**config.mk**
```make
export PLATFORM = sky130hd
export DESIGN_NAME = imc_wb_host_master
export DESIGN_NICKNAME = d
export VERILOG_FILES = /design/src/rtl/imc_wb_host_master.sv
export SDC_FILE = /design/constraint.sdc
export NUM_CORES = 1
export LEC_CHECK = 0
export BUFFER_PORTS_ARGS = -buffer_cell sky130_fd_sc_hd__clkbuf_2
export CORE_MARGIN = 2
export CORE_UTILIZATION = 50
export CTS_CLUSTER_DIAMETER = 200
export CTS_CLUSTER_SIZE = 8
export DETAILED_ROUTE_END_ITERATION = 6
export PLACE_DENSITY = 0.71
export SLEW_MARGIN = 15
export SYNTH_ARGS = -nofsm -noshare
export SYNTH_HDL_FRONTEND = slang
export SYNTH_SLANG_ARGS = --single-unit
```
**constraint.sdc**
```tcl
create_clock -name wb_clk_i -period 10.49 [get_ports wb_clk_i]
set_input_delay 1.5735 -clock wb_clk_i [delete_from_list [all_inputs] [get_ports wb_clk_i]]
set_output_delay 1.5735 -clock wb_clk_i [all_outputs]
set_load 0.03 [all_outputs]
```
**src/rtl/imc_wb_host_master.sv**
```systemverilog
// imc_wb_host_master: Wishbone classic single-transfer initiator with a command FIFO and timeout.
// Latency: command pushed at edge k drives cyc/stb from edge k+1; response valid at the ack edge.
// Backpressure: cmd_ready=!full (registered count); a response is held until rsp_ready, no new cycle meanwhile.
//
// Ports:
//   wb_clk_i / wb_rst_i        clock, asynchronous active-high reset
//   cmd_*                      command push side (valid/ready), we/addr/data/sel
//   rsp_*                      response pop side (valid/ready), data/err
//   wbm_*                      Wishbone classic master interface (all outputs registered)
//   busy                       FIFO non-empty or a transfer/response in progress
module imc_wb_host_master #(
  parameter int ADDR_W    = 32,
  parameter int DATA_W    = 32,
  parameter int CMD_DEPTH = 4,
  parameter int TIMEOUT   = 255
) (
  input  logic                wb_clk_i,
  input  logic                wb_rst_i,
  input  logic                cmd_valid,
  output logic                cmd_ready,
  input  logic                cmd_we,
  input  logic [ADDR_W-1:0]   cmd_addr,
  input  logic [DATA_W-1:0]   cmd_data,
  input  logic [DATA_W/8-1:0] cmd_sel,
  output logic                rsp_valid,
  input  logic                rsp_ready,
  output logic [DATA_W-1:0]   rsp_data,
  output logic                rsp_err,
  output logic                wbm_cyc_o,
  output logic                wbm_stb_o,
  output logic                wbm_we_o,
  output logic [ADDR_W-1:0]   wbm_adr_o,
  output logic [DATA_W-1:0]   wbm_dat_o,
  output logic [DATA_W/8-1:0] wbm_sel_o,
  input  logic [DATA_W-1:0]   wbm_dat_i,
  input  logic                wbm_ack_i,
  output logic                busy
);

  localparam int SEL_W = DATA_W / 8;
  localparam int PTR_W = $clog2(CMD_DEPTH);
  localparam int CNT_W = PTR_W + 1;
  localparam int ENT_W = 1 + ADDR_W + DATA_W + SEL_W;
  // Last counter value of a waiting REQ; the abort happens at the edge ending that cycle,
  // so cyc/stb stay high exactly TIMEOUT cycles.
  localparam logic [15:0] TMO_LAST = 16'(TIMEOUT - 1);

  typedef enum logic [1:0] {IDLE, REQ, RSP} state_t;

  // Command storage, entry layout {we, addr, data, sel}. Contents need no reset.
  logic [ENT_W-1:0] fifo_mem [CMD_DEPTH];

  state_t            state_q, state_d;
  logic [PTR_W-1:0]  wr_ptr_q, wr_ptr_d;
  logic [PTR_W-1:0]  rd_ptr_q, rd_ptr_d;
  logic [CNT_W-1:0]  count_q, count_d;
  logic [15:0]       tmo_q, tmo_d;
  logic              cyc_q, cyc_d;
  logic              stb_q, stb_d;
  logic              we_q, we_d;
  logic [ADDR_W-1:0] adr_q, adr_d;
  logic [DATA_W-1:0] dat_q, dat_d;
  logic [SEL_W-1:0]  sel_q, sel_d;
  logic              rsp_valid_q, rsp_valid_d;
  logic [DATA_W-1:0] rsp_data_q, rsp_data_d;
  logic              rsp_err_q, rsp_err_d;

  logic              full, empty, push, pop, launch;
  logic [ENT_W-1:0]  head;
  logic              head_we;
  logic [ADDR_W-1:0] head_adr;
  logic [DATA_W-1:0] head_dat;
  logic [SEL_W-1:0]  head_sel;

  // Full is judged on the registered count only: a pop in the same cycle does not free a slot early.
  assign full  = (count_q == CNT_W'(CMD_DEPTH));
  assign empty = (count_q == '0);
  assign push  = cmd_valid && !full;

  assign head     = fifo_mem[rd_ptr_q];
  assign head_we  = head[ENT_W-1];
  assign head_adr = head[ENT_W-2 -: ADDR_W];
  assign head_dat = head[SEL_W +: DATA_W];
  assign head_sel = head[SEL_W-1:0];

  // A new transfer starts from IDLE, or directly at the edge that retires the previous response.
  assign launch = !empty && ((state_q == IDLE) || ((state_q == RSP) && rsp_ready));
  assign pop    = launch;

  always_comb begin
    state_d     = state_q;
    tmo_d       = tmo_q;
    cyc_d       = cyc_q;
    stb_d       = stb_q;
    we_d        = we_q;
    adr_d       = adr_q;
    dat_d       = dat_q;
    sel_d       = sel_q;
    rsp_valid_d = rsp_valid_q;
    rsp_data_d  = rsp_data_q;
    rsp_err_d   = rsp_err_q;

    wr_ptr_d = push ? wr_ptr_q + PTR_W'(1) : wr_ptr_q;
    rd_ptr_d = pop  ? rd_ptr_q + PTR_W'(1) : rd_ptr_q;
    case ({push, pop})
      2'b10:   count_d = count_q + CNT_W'(1);
      2'b01:   count_d = count_q - CNT_W'(1);
      default: count_d = count_q;
    endcase

    case (state_q)
      REQ: begin
        if (wbm_ack_i) begin
          // Ack wins even in the cycle the timeout would expire.
          cyc_d       = 1'b0;
          stb_d       = 1'b0;
          we_d        = 1'b0;
          rsp_valid_d = 1'b1;
          rsp_data_d  = we_q ? '0 : wbm_dat_i;
          rsp_err_d   = 1'b0;
          state_d     = RSP;
        end else if (tmo_q == TMO_LAST) begin
          cyc_d       = 1'b0;
          stb_d       = 1'b0;
          we_d        = 1'b0;
          rsp_valid_d = 1'b1;
          rsp_data_d  = '0;
          rsp_err_d   = 1'b1;
          state_d     = RSP;
        end else begin
          tmo_d = tmo_q + 16'd1;
        end
      end
      RSP: begin
        if (rsp_ready) begin
          rsp_valid_d = 1'b0;
          rsp_data_d  = '0;
          rsp_err_d   = 1'b0;
          state_d     = IDLE;
        end
      end
      default: ;
    endcase

    if (launch) begin
      cyc_d   = 1'b1;
      stb_d   = 1'b1;
      we_d    = head_we;
      adr_d   = head_adr;
      dat_d   = head_dat;
      sel_d   = head_sel;
      tmo_d   = '0;
      state_d = REQ;
    end
  end

  always_ff @(posedge wb_clk_i or posedge wb_rst_i) begin
    if (wb_rst_i) begin
      state_q     <= IDLE;
      wr_ptr_q    <= '0;
      rd_ptr_q    <= '0;
      count_q     <= '0;
      tmo_q       <= '0;
      cyc_q       <= 1'b0;
      stb_q       <= 1'b0;
      we_q        <= 1'b0;
      adr_q       <= '0;
      dat_q       <= '0;
      sel_q       <= '0;
      rsp_valid_q <= 1'b0;
      rsp_data_q  <= '0;
      rsp_err_q   <= 1'b0;
    end else begin
      state_q     <= state_d;
      wr_ptr_q    <= wr_ptr_d;
      rd_ptr_q    <= rd_ptr_d;
      count_q     <= count_d;
      tmo_q       <= tmo_d;
      cyc_q       <= cyc_d;
      stb_q       <= stb_d;
      we_q        <= we_d;
      adr_q       <= adr_d;
      dat_q       <= dat_d;
      sel_q       <= sel_d;
      rsp_valid_q <= rsp_valid_d;
      rsp_data_q  <= rsp_data_d;
      rsp_err_q   <= rsp_err_d;
    end
  end

  always_ff @(posedge wb_clk_i) begin
    if (push) begin
      fifo_mem[wr_ptr_q] <= {cmd_we, cmd_addr, cmd_data, cmd_sel};
    end
  end

  assign cmd_ready = !full;
  assign rsp_valid = rsp_valid_q;
  assign rsp_data  = rsp_data_q;
  assign rsp_err   = rsp_err_q;
  assign wbm_cyc_o = cyc_q;
  assign wbm_stb_o = stb_q;
  assign wbm_we_o  = we_q;
  assign wbm_adr_o = adr_q;
  assign wbm_dat_o = dat_q;
  assign wbm_sel_o = sel_q;
  assign busy      = !empty || (state_q != IDLE);

endmodule
```
==> flow_summary.json <==
{
  "status": "finished, final reports clean",
  "core_area_um2": 30400,
  "syn-num-nets": 1064,
  "cp_data_required_time_ns": 8.92,
  "post_cts_buffers": 0,
  "hold_viol_final": 0,
  "wl_per_cell_um": 19.1,
  "clkSinkCount": 405,
  "hpwlAfterDp_mm": 17.7,
  "p_int_mw": 3.76,
  "num_vias": 8629,
  "wl_met2_mm": 15.1,
  "diodes": 0,
  "r2r_cells": 4,
  "path_common_cell": "or3_1",
  "final_cell_mix": "edfxtp_1, nand2_1, clkbuf_2",
  "seqPwrFrac_pct": 43.1,
  "final.setup.tns_ns": 0,
  "ant_nets": 0,
  "startpoint_type": "register",
  "r2r_end": "wbm_dat_o[18]",
  "async_flop_share_pct": 31.9,
  "grt_pass1_wl_mm": 49.8,
  "critical_path_class": "register to output port",
  "overflow": 0,
  "cp-end-kind": "output port",
  "rsz0062_at_grt": "false",
  "yosysWarnings": 0,
  "combPwrFrac_pct": 27.9,
  "yosysSeqAreaShare_pct": 74.7,
  "wl_met1_mm": 13.0,
  "ir_drop_uv": 184,
  "highest_layer": "met5",
  "period_minus_slack_ns": 3.46,
  "areaGrowthSynthToFinish_pct": 20.2,
  "dpl_cell_area_um2": 16900,
  "slew_violations": 0,
  "power_mw": 5.67,
  "grt_max_degree": 82,
  "p_per_area_nw_per_um2": 306,
  "crit_chain": "or3_1, or3_1, clkbuf_2",
  "timing.hold.ws_ns": 0.470,
  "boundaryPins": 213,
  "synth-edff-count": 276,
  "routed_wl_mm": 31.0,
  "wl_met3_mm": 2.39,
  "setup_viol": 0,
  "fin_crit_sh_pct": 33.0,
  "cts_resized": 0,
  "clock_path_buffers": 3,
  "stdcell_area_um2": 18500,
  "synth.ff_latch_count": 405,
  "htree_levels": 2,
  "pre_cts_slack_ns": 7.09,
  "clk_latency_ns": 0.58,
  "pwr-share-clk_pct": 29.0,
  "arrival_ns": 1.89,
  "cpPeakStageDelay_ns": 0.42,
  "drt_first_pass_iters": 5,
  "vias_per_cell": 5.32,
  "worst_slack_ns": 7.03,
  "postSynthCellCount": 950,
  "fin_nets": 1297,
  "ff2ff_setup_slack_ns": 7.94,
  "die_y_um": 180,
  "slew_headroom_pct": 25.5,
  "drive_gt1_share_pct": 29.9,
  "cts_root_buf": "clkbuf_16",
  "dieArea_um2": 32200,
  "finalWeightedCongestion": 0.754,
  "fin_skew_ns": 0.0254,
  "cts_tree": "yes",
  "hp-class": "register to register",
  "swShare_pct": 33.8,
  "fmax_mhz": 289,
  "cap_violations": 0,
  "drt_first_iter_violations": 622,
  "port_buffers": 212,
  "final_common_cell": "edfxtp_1",
  "critPathMaxFanout": 3,
  "track_usage_pct": 19.6,
  "grt_pass1_vias": 9051,
  "holdBufCountCts": 0,
  "route.detailed.drc": 0,
  "whs_endpoint": "wbm_dat_o[7]",
  "hp-start": "wbm_dat_o[7]",
  "leakage_nw": 7.38,
  "initial_core_util_pct": 50.6,
  "ys.flop_type": "edfxtp_1",
  "antenna_found_initial": 2,
  "min_path_cells": 2,
  "avgSynthCellArea_um2": 16.2,
  "r2r-start": "rd_ptr_q[0]",
  "critical_path.slowest_cell": "or3_1",
  "clkTransAtPathRegs_ns": 0.05,
  "cts_made_buffers": 56,
  "tightestPinTransition_ns": 1.12,
  "fill_cells": 2279,
  "die_x_um": 180,
  "synth.cell_area_um2": 15400,
  "rows": 64,
  "switchingPower_mw": 1.92,
  "synthDistinctLibCells": 50
}
-- synthesized netlist by cell type (6+ instances only) --
cell / instances / area (um2)
a21oi_1: 9 / 45.0
a22oi_1: 32 / 240
buf_1: 6 / 22.5
buf_2: 6 / 30.0
clkbuf_1: 33 / 124
dfrtp_1: 129 / 3230
edfxtp_1: 276 / 8290
ha_1: 7 / 87.6
inv_1: 42 / 158
mux2i_1: 10 / 100
mux4_2: 69 / 1550
nand2_1: 220 / 826
nor2_1: 9 / 33.8
o21ai_0: 39 / 195
xnor2_1: 6 / 52.6
-- final cells by class --
| cell class | count | area, um2 | area share [%] |
|---|---|---|---|
| sequential | 405 | 11500 | 62.2 |
| timing repair buffer | 222 | 1140 | 6.13 |
| inverter | 43 | 168 | 0.905 |
| clock inverter | 4 | 81.3 | 0.439 |
| tap | 396 | 495 | 2.68 |
| multi-input combinational | 455 | 3570 | 19.3 |
| clock buffer | 96 | 1550 | 8.38 |
-- stage by stage --
stage,std cells,utilization (%)
after floorplan,950,-
after CTS,1621,60.9
after global routing,1621,60.9
final,1621,60.9
after global placement,1521,55.5
after detailed placement,1521,55.5
-- state kept, by name (all words and copies together) (netlist names) --
signal	cells
wbm_stb_o	1
state_q	2
tmo_q	16
wbm_dat_o	32
rd_ptr_q	2
wbm_adr_o	32
fifo_mem	276
wr_ptr_q	2
wbm_sel_o	4
rsp_err	1
rsp_valid	1
rsp_data	32
count_q	3
wbm_we_o	1
-- critical path: cells and delay by family, from the launching register on --
| family | cells | cell delay [ns] |
|---|---|---|
| and+or+nand+nor | 2 | 0.74 |
| DFF | 1 | 0.40 |
| buffers and inverters | 1 | 0.19 |
-- kinds of logic (layout without fill, tap and decap cells) --
family,Yosys count,after routing,synth area share [%]
buffers and inverters,90,365,2.31
DFF,405,405,74.7
AOI/OAI and AO/OA,92,92,3.74
and+or+nand+nor,267,267,7.24
xor gates and xnor gates,8,8,0.455
adders and majority gates,8,8,0.698
muxes,80,80,10.8
-- how the worst max path moves through the flow --
stage,start,end,slack (ns),cells after the start
after floorplan,wb_rst_i,count_q[0],5.48,1
after global placement,wbm_ack_i,tmo_q[13],7.09,5
after detailed placement,wbm_ack_i,tmo_q[13],7.09,5
after CTS,count_q[0],busy,6.99,3
after global routing,count_q[0],busy,6.92,3
final,count_q[0],busy,7.03,3
-- layer usage --
layer	track usage, %	vias up
met4	4.49	4
met3	5.67	47
met1	25.9	4329
li1	-	3983
met2	32.4	266
met5	0	-
-- power by group through the flow --
stage	combinational (mW)	clock, mW	sequential (mW)
2_1_floorplan	0.857	0	2.72
3_3_place_gp	1.58	0	2.46
3_5_place_dp	1.61	0	2.48
4_1_cts	1.62	1.68	2.46
5_1_grt	1.73	1.75	2.50
6_report	1.58	1.64	2.45
Note: power is estimated with default switching activity, not from simulation.
